[src/rtl/dmem_arbiter_pkg.sv]
// Shared types and constants for the data-memory arbiter: FSM states, owner
// encoding and the starvation-counter width.
package dmem_arbiter_pkg;

    localparam int MEM_RDATA_W = 80;
    localparam int CNT_W       = 4;

    typedef enum logic [1:0] {
        ARB_IDLE   = 2'd0,
        ARB_ACCESS = 2'd1,
        ARB_ACK    = 2'd2
    } arb_state_t;

    typedef enum logic {
        OWN_C = 1'b0,
        OWN_L = 1'b1
    } owner_t;

    function automatic logic [CNT_W-1:0] sat_inc(input logic [CNT_W-1:0] value,
                                                 input logic [CNT_W-1:0] limit);
        return (value >= limit) ? limit : value + 1'b1;
    endfunction

endpackage

[src/rtl/dmem_arbiter_if.sv]
// Requester-side and memory-side bundles of the data-memory arbiter.
interface dmem_port_if #(
    parameter int ADDR_W = 64,
    parameter int DATA_W = 64
);
    logic              req;
    logic              we;
    logic [ADDR_W-1:0] addr;
    logic [DATA_W-1:0] wdata;
    logic              ack;
    logic [DATA_W-1:0] rdata;
    logic              err;

    modport master (output req, we, addr, wdata, input ack, rdata, err);
    modport slave  (input req, we, addr, wdata, output ack, rdata, err);
endinterface

interface dmem_mem_if #(
    parameter int ADDR_W      = 64,
    parameter int DATA_W      = 64,
    parameter int MEM_RDATA_W = 80
);
    logic                   read;
    logic                   write;
    logic [ADDR_W-1:0]      read_addr;
    logic [ADDR_W-1:0]      write_addr;
    logic [DATA_W-1:0]      wdata;
    logic [MEM_RDATA_W-1:0] rdata;
    logic                   invalid;

    modport master (output read, write, read_addr, write_addr, wdata, input rdata, invalid);
    modport slave  (input read, write, read_addr, write_addr, wdata, output rdata, invalid);
endinterface

[src/rtl/dmem_arbiter_priority_pick.sv]
// Fixed-priority pick with starvation override: C wins ties unless L has
// already been passed over STARVE_LIMIT times in a row.
module arb_priority_pick
    import dmem_arbiter_pkg::*;
#(
    parameter int STARVE_LIMIT = 4
) (
    input  logic             c_req,
    input  logic             l_req,
    input  logic [CNT_W-1:0] starve_cnt,
    output logic             grant_c,
    output logic             grant_l
);

    logic l_forced;

    always_comb begin
        l_forced = l_req && (starve_cnt == CNT_W'(STARVE_LIMIT));
        grant_c  = c_req && !l_forced;
        grant_l  = l_req && !grant_c;
    end

endmodule

[src/rtl/dmem_arbiter.sv]
// Shares the single-ported data memory between the CPU memory stage (C) and
// the loader/debug port (L) with fixed IDLE -> ACCESS -> ACK transactions.
module dmem_arbiter
    import dmem_arbiter_pkg::*;
#(
    parameter int ADDR_W       = 64,
    parameter int DATA_W       = 64,
    parameter int STARVE_LIMIT = 4
) (
    input  logic       clk,
    input  logic       rst,
    dmem_port_if.slave c_port,
    dmem_port_if.slave l_port,
    dmem_mem_if.master mem
);

    localparam logic [CNT_W-1:0] LIMIT = CNT_W'(STARVE_LIMIT);

    arb_state_t        state;
    arb_state_t        state_next;
    owner_t            owner;
    logic              cmd_we;
    logic [ADDR_W-1:0] cmd_addr;
    logic [DATA_W-1:0] cmd_wdata;
    logic [DATA_W-1:0] resp_rdata;
    logic              resp_err;
    logic [CNT_W-1:0]  starve_cnt;
    logic              grant_c;
    logic              grant_l;
    logic              unused_rdata_hi;

    assign unused_rdata_hi = ^mem.rdata[MEM_RDATA_W-1:DATA_W];

    arb_priority_pick #(.STARVE_LIMIT(STARVE_LIMIT)) u_pick (
        .c_req      (c_port.req),
        .l_req      (l_port.req),
        .starve_cnt (starve_cnt),
        .grant_c    (grant_c),
        .grant_l    (grant_l)
    );

    // NOTE: non-blocking assignments so every flop samples pre-edge values.
    always_ff @(posedge clk) begin
        if (rst) state <= ARB_IDLE;
        else     state <= state_next;
    end

    // NOTE: default assignment first keeps this block purely combinational (no latch).
    always_comb begin
        state_next = state;
        unique case (state)
            ARB_IDLE:   if (c_port.req || l_port.req) state_next = ARB_ACCESS;
            ARB_ACCESS: state_next = ARB_ACK;
            ARB_ACK:    state_next = ARB_IDLE;
            default:    state_next = ARB_IDLE;
        endcase
    end

    // Command is frozen in IDLE so requester changes mid-transaction are ignored.
    always_ff @(posedge clk) begin
        if (rst) begin
            owner      <= OWN_C;
            cmd_we     <= 1'b0;
            cmd_addr   <= '0;
            cmd_wdata  <= '0;
            resp_rdata <= '0;
            resp_err   <= 1'b0;
        end else begin
            if (state == ARB_IDLE && grant_c) begin
                owner     <= OWN_C;
                cmd_we    <= c_port.we;
                cmd_addr  <= c_port.addr;
                cmd_wdata <= c_port.wdata;
            end else if (state == ARB_IDLE && grant_l) begin
                owner     <= OWN_L;
                cmd_we    <= l_port.we;
                cmd_addr  <= l_port.addr;
                cmd_wdata <= l_port.wdata;
            end
            if (state == ARB_ACCESS) begin
                resp_rdata <= cmd_we ? '0 : mem.rdata[DATA_W-1:0];
                resp_err   <= mem.invalid;
            end
        end
    end

    // Counts C wins while L waits; any IDLE cycle without an L request forgives the debt.
    always_ff @(posedge clk) begin
        if (rst) begin
            starve_cnt <= '0;
        end else if (state == ARB_IDLE) begin
            if (!l_port.req || grant_l) starve_cnt <= '0;
            else if (grant_c)           starve_cnt <= sat_inc(starve_cnt, LIMIT);
        end
    end

    always_comb begin
        mem.read       = 1'b0;
        mem.write      = 1'b0;
        mem.read_addr  = '0;
        mem.write_addr = '0;
        mem.wdata      = '0;
        c_port.ack     = 1'b0;
        l_port.ack     = 1'b0;
        c_port.rdata   = resp_rdata;
        c_port.err     = resp_err;
        l_port.rdata   = resp_rdata;
        l_port.err     = resp_err;
        unique case (state)
            ARB_ACCESS: begin
                mem.read       = !cmd_we;
                mem.write      = cmd_we;
                mem.read_addr  = cmd_addr;
                mem.write_addr = cmd_addr;
                mem.wdata      = cmd_wdata;
            end
            ARB_ACK: begin
                c_port.ack = (owner == OWN_C);
                l_port.ack = (owner == OWN_L);
            end
            default: ;
        endcase
    end

endmodule

[src/flat_wrapper.sv]
// flat-port wrapper written by rule: the top's interface ports become plain ports
module dmem_arbiter_flat import dmem_arbiter_pkg::*;
#(
    parameter int ADDR_W       = 64,
    parameter int DATA_W       = 64,
    parameter int STARVE_LIMIT = 4
)
  (clk, rst, c_port_req, c_port_we, c_port_addr, c_port_wdata, c_port_ack, c_port_rdata, c_port_err, l_port_req, l_port_we, l_port_addr, l_port_wdata, l_port_ack, l_port_rdata, l_port_err, mem_read, mem_write, mem_read_addr, mem_write_addr, mem_wdata, mem_rdata, mem_invalid);
  dmem_port_if #(.ADDR_W(ADDR_W), .DATA_W(DATA_W)) c_port_i ();
  dmem_port_if #(.ADDR_W(ADDR_W), .DATA_W(DATA_W)) l_port_i ();
  dmem_mem_if #(.ADDR_W(ADDR_W), .DATA_W(DATA_W), .MEM_RDATA_W(80)) mem_i ();
  input  logic clk;
  input  logic rst;
  input wire logic [$bits(c_port_i.req)-1:0] c_port_req;
  input wire logic [$bits(c_port_i.we)-1:0] c_port_we;
  input wire logic [$bits(c_port_i.addr)-1:0] c_port_addr;
  input wire logic [$bits(c_port_i.wdata)-1:0] c_port_wdata;
  output wire logic [$bits(c_port_i.ack)-1:0] c_port_ack;
  output wire logic [$bits(c_port_i.rdata)-1:0] c_port_rdata;
  output wire logic [$bits(c_port_i.err)-1:0] c_port_err;
  input wire logic [$bits(l_port_i.req)-1:0] l_port_req;
  input wire logic [$bits(l_port_i.we)-1:0] l_port_we;
  input wire logic [$bits(l_port_i.addr)-1:0] l_port_addr;
  input wire logic [$bits(l_port_i.wdata)-1:0] l_port_wdata;
  output wire logic [$bits(l_port_i.ack)-1:0] l_port_ack;
  output wire logic [$bits(l_port_i.rdata)-1:0] l_port_rdata;
  output wire logic [$bits(l_port_i.err)-1:0] l_port_err;
  output wire logic [$bits(mem_i.read)-1:0] mem_read;
  output wire logic [$bits(mem_i.write)-1:0] mem_write;
  output wire logic [$bits(mem_i.read_addr)-1:0] mem_read_addr;
  output wire logic [$bits(mem_i.write_addr)-1:0] mem_write_addr;
  output wire logic [$bits(mem_i.wdata)-1:0] mem_wdata;
  input wire logic [$bits(mem_i.rdata)-1:0] mem_rdata;
  input wire logic [$bits(mem_i.invalid)-1:0] mem_invalid;
  assign c_port_i.req = c_port_req;
  assign c_port_i.we = c_port_we;
  assign c_port_i.addr = c_port_addr;
  assign c_port_i.wdata = c_port_wdata;
  assign c_port_ack = c_port_i.ack;
  assign c_port_rdata = c_port_i.rdata;
  assign c_port_err = c_port_i.err;
  assign l_port_i.req = l_port_req;
  assign l_port_i.we = l_port_we;
  assign l_port_i.addr = l_port_addr;
  assign l_port_i.wdata = l_port_wdata;
  assign l_port_ack = l_port_i.ack;
  assign l_port_rdata = l_port_i.rdata;
  assign l_port_err = l_port_i.err;
  assign mem_read = mem_i.read;
  assign mem_write = mem_i.write;
  assign mem_read_addr = mem_i.read_addr;
  assign mem_write_addr = mem_i.write_addr;
  assign mem_wdata = mem_i.wdata;
  assign mem_i.rdata = mem_rdata;
  assign mem_i.invalid = mem_invalid;
  dmem_arbiter #(.ADDR_W(ADDR_W), .DATA_W(DATA_W), .STARVE_LIMIT(STARVE_LIMIT)) u_core (.clk(clk), .rst(rst), .c_port(c_port_i), .l_port(l_port_i), .mem(mem_i));
endmodule
[config.mk]
export PLATFORM = sky130hd
export DESIGN_NAME = dmem_arbiter_flat
export DESIGN_NICKNAME = d
export VERILOG_FILES = /design/src/rtl/dmem_arbiter_pkg.sv /design/src/rtl/dmem_arbiter_if.sv /design/src/rtl/dmem_arbiter_priority_pick.sv /design/src/rtl/dmem_arbiter.sv /design/src/flat_wrapper.sv
export SDC_FILE = /design/constraint.sdc
export NUM_CORES = 1
export LEC_CHECK = 0
export ABC_AREA = 1
export ABC_CLOCK_PERIOD_IN_PS = 3280
export BUFFER_PORTS_ARGS = -buffer_cell sky130_fd_sc_hd__buf_2
export CAP_MARGIN = 20
export CORE_AREA = 2 2 259 261
export CTS_CLUSTER_DIAMETER = 40
export DETAILED_ROUTE_END_ITERATION = 6
export DIE_AREA = 0 0 261 263
export PLACE_DENSITY_LB_ADDON = 0.2
export SYNTH_ARGS = -nofsm -noshare
export SYNTH_HDL_FRONTEND = slang
export SYNTH_HIERARCHICAL = 1
export SYNTH_SLANG_ARGS = --single-unit
export TNS_END_PERCENT = 1
[constraint.sdc]
create_clock -name clk -period 3.28 [get_ports clk]
set_input_delay 0.164 -clock clk [delete_from_list [all_inputs] [get_ports clk]]
set_output_delay 0.164 -clock clk [all_outputs]
set_load 0.03 [all_outputs]
==> results.md <==
| Quantity | This run |
|---|---|
| Outcome | complete, no violations |
| Port Buffer Count | 652 |
| Capturing element type of the critical path | flop |
| Count leader, synth | sky130_fd_sc_hd__nand2_1 |
| Worst min-delay path endpoint | u_core/cmd_wdata[19]$_SDFFE_PP0P_ |
| Full die area | 68,640 sq um |
| Clk slew on worst S/H paths | 0.05 ns |
| Cell count after placement | 3,147 |
| Slew at the pin closest to its max-slew limit | 1.122 ns |
| Synth async-reset ratio | 0% |
| Via Count | 14,016 |
| Required time at the worst-slack endpoint | 3.71 ns |
| Worst path max stage delay | 0.77 ns |
| Hold slack | 0.03947 ns |
| Clock sinks | 201 |
| Flip-flop and latch count after synthesis | 201 |
| Share of cells above drive strength 1 | 28.75% |
| Post-synth design cell area | 11,450 sq um |
| Total clock buffers created by CTS | 51 |
| Largest net degree at the start of global routing | 130 |
| Final weighted congestion of routability-driven global placement | 0.8151 |
| Slew HR | 25.18% |
| Multiplexer area fraction after synthesis | 0% |
| Count of different cell masters after synthesis | 22 |
| Leakage | 10.04 nW |
| CP top delay family | buffers and inverters |
| Maximum vdd ir drop | 335.0 uV |
| Maximum clock rate | 0.3811 GHz |
| Number of global-route vias before repair | 14,116 |
| Final antenna-violating net count | 0 |
| Final period util | 80.00% |
| Starting density of the core | 17.44% |
| Half-perimeter wire length after placement | 33,310 um |
| Global-route wire length before repair | 74,350 um |
| Die extent in y | 263 um |
| Cell taking the most area after synthesis | sky130_fd_sc_hd__dfxtp_1 |
| Count of flip-flops with a built-in enable after synthesis | 0 |
| Width of the die | 261 um |
| Class of the most critical hold timing path | primary input to flop |
| Routed wire length per instance | 13.67 um |
| Iteration-0 DRC Markers | 596 |
| Overall power consumption | 10.23 mW |
| CP most frequent cell | sky130_fd_sc_hd__nand3_1 |
| Type of origin of the critical path | flop |
| CTS tree | yes |
| Antenna violations before repair | 1 |
| Category of the critical setup timing path | flop to flop |
| Crit-path cells | nor2_4 > buf_4 > nand3_1 > nand3_1 > dlygate4sd3_1 > a21oi_1 |
| Crit Reg-Reg Endpoint | u_core/cmd_wdata[17]$_SDFFE_PP0P_ |
| Arithmetic-cell share of the synthesized area counting full adders, half adders and majority gates | 0.1093% |
| Worst r2r src | u_core/state[0]$_SDFFE_PP0P_ |
| Flip-flop cell with the highest count after synthesis | sky130_fd_sc_hd__dfxtp_1 |
| Clock network latency to the later pin of the worst-skew pair | 0.56 ns |
| Cell types occupying the most area after synthesis | sky130_fd_sc_hd__dfxtp_1, sky130_fd_sc_hd__nand2_1, sky130_fd_sc_hd__inv_1, sky130_fd_sc_hd__nand3_1, sky130_fd_sc_hd__buf_4 |
| Crit path arrival time | 3.06 ns |
| Vias/cell | 3.947 |
| Max-slew violation total from the final report | 0 |
| Basic-gate share of the synthesized area counting and, or, nand and nor cells | 29.62% |
| Unrepaired setup endpoints after global routing | false |
| Number of nets in the layout | 2,987 |
| Number of max-cap violations | 0 |
| Total core area | 65,630 sq um |
| Post-synthesis area per instance | 6.154 sq um |
| Worst Clk Skew | 0.02738 ns |
| Hold path startpoint | c_port_wdata[19] |
| Number of hold-slack violations in the final timing report | 0 |
| Register-to-register setup slack | 0.66 ns |
| Total wire length after detailed routing | 48,550 um |
| Total of endpoints with negative setup slack in the final report | 0 |
| Syn Inst Count | 1,860 |
| Standard cell area after detailed placement | 14,610 sq um |
| Total routing usage reported by global routing | 13.35% |
| Overall overflow remaining after global route | 0 |
| Time the final worst path needs with I/O delays and setup | 2.624 ns |
| Max Fanout on Critical Path | 92 |
| Syn. warnings | 6 |
| Number of top-level pins | 669 |
| Root buffer cell | sky130_fd_sc_hd__clkbuf_16 |
| Number of nets produced by synthesis | 2,204 |
| Power per cell area | 525.4 nW/um^2 |
| Dominant combinational cell family by area after synthesis | simple AND/OR/NAND/NOR gates |
| Cells on worst reg2reg path | 6 |
| Crit-path slowest cell | sky130_fd_sc_hd__buf_4 |
| Commonest cells in the netlist | sky130_fd_sc_hd__nand2_1, sky130_fd_sc_hd__inv_1, sky130_fd_sc_hd__nand3_1, sky130_fd_sc_hd__dfxtp_1, sky130_fd_sc_hd__a21oi_1 |
| Area growth from synthesis to final layout | 70.14% |
| Final routed DRC violation total | 0 |
| Min-Delay Path Depth | 5 |
| Worst setup slack before clock tree synthesis | 1.182 ns |
| Crit path setup slack, layout | 0.6560 ns |
| Longest Clk Path Bufs | 3 |
| Number of standard-cell rows in the floorplan | 94 |
| Non-Filler Cell Area, Final | 19,470 sq um |
| CP Buf/Inv Count | 2 |
| Share of Yosys cell area claimed by the top area cell type | 35.16% |
| H-tree depth reported by CTS | 2 |
| Sequential area share after synthesis | 35.16% |
| Compound-gate portion of the synthesized area | 8.767% |
| Final core area utilization | 29.67% |
| Number of cells in the finished layout apart from fillers | 3,551 |
| Final-layout setup total negative slack | 0 ns |
| Xor-xnor portion of the synthesized cell area | 0% |
| Pre-Repair DR Iteration Count | 5 |
## sequential cells by signal (all words and copies together), names as in the netlist
| register | count |
|---|---|
| u_core/c_port.rdata | 64 |
| u_core/cmd_addr | 64 |
| u_core/cmd_wdata | 64 |
| u_core/starve_cnt | 4 |
| u_core/state | 2 |
| u_core/c_port.err | 1 |
| u_core/cmd_we | 1 |
| u_core/owner | 1 |
## cell usage in the layout, fill, tap and decap left out, drive strengths merged
| cell | n |
|---|---|
| clkbuf | 71 |
| buf | 673 |
| nor3 | 2 |
| bufinv | 6 |
| clkinv | 14 |
| diode | 2 |
| and2 | 1 |
| ha | 1 |
| and3 | 1 |
| nor2 | 144 |
| nand3b | 1 |
| dlygate4sd3 | 307 |
| a21oi | 197 |
| inv | 399 |
| nand4 | 1 |
| dfxtp | 201 |
| nand2 | 403 |
| o21ai | 2 |
| nand3 | 258 |
| clkinvlp | 3 |
## layout make-up
cell class,instances,area (sq um)
Clock inverter,24,292.8
Fill cell,7355,46150
Inverter,398,1496
Timing Repair Buffer,980,6638
Tap cell,864,1081
Clock buffer,71,1493
Multi-Input combinational cell,1011,4444
Antenna cell,2,5.005
Sequential cell,201,4024
## per-layer routing
layer / vias to the layer above / track usage (%) / part of all wire [%]
met5: - / 0 / 0.027
met4: 2 / 4.975 / 3.0
met3: 95 / 3.052 / 6.8
met2: 483 / 23.71 / 48
met1: 6406 / 15.44 / 42
li1: 7030 / - / -
## worst max-delay path by stage
stage	startpoint	endpoint	depth (start not counted)
3_5_place_dp	u_core/starve_cnt[2]$_SDFFE_PP0P_	u_core/cmd_wdata[53]$_SDFFE_PP0P_	9
3_3_place_gp	u_core/starve_cnt[2]$_SDFFE_PP0P_	u_core/cmd_wdata[53]$_SDFFE_PP0P_	9
5_1_grt	u_core/starve_cnt[2]$_SDFFE_PP0P_	u_core/cmd_wdata[20]$_SDFFE_PP0P_	10
4_1_cts	u_core/state[0]$_SDFFE_PP0P_	u_core/cmd_wdata[17]$_SDFFE_PP0P_	6
2_1_floorplan	u_core/state[0]$_SDFFE_PP0P_	mem_write_addr[13]	5
6_report	u_core/state[0]$_SDFFE_PP0P_	u_core/cmd_wdata[17]$_SDFFE_PP0P_	6
## power by group
part | internal [mW] | switching [mW] | total (mW)
Clock | 3.60 | 1.56 | 5.16
Combinational | 0.935 | 1.35 | 2.28
Sequential | 2.66 | 0.125 | 2.79
## what timing repair did
| item | CTS | global route |
|---|---|---|
| buffers inserted | 0 | 0 |
| hold endpoints to repair | 194 | 0 |
| resized for setup | 0 | 0 |
| hold buffers | 307 | 0 |
## worst reg2reg max path, stage by stage, from the launching register on
cell and delay (ns):
sky130_fd_sc_hd__dfxtp_1 0.39, sky130_fd_sc_hd__nor2_4 0.20, sky130_fd_sc_hd__buf_4 0.77, sky130_fd_sc_hd__nand3_1 0.38, sky130_fd_sc_hd__nand3_1 0.15, sky130_fd_sc_hd__dlygate4sd3_1 0.56
sky130_fd_sc_hd__a21oi_1 0.06
## logic make-up after synthesis
family | count (synthesis)
AND/OR/NAND/NOR | 811
buffers and inverters | 648
flip-flops | 201
AO/OA/AOI/OAI | 199
adder cells (fa/ha/maj) | 1
Power figures use the tool's default switching activity.
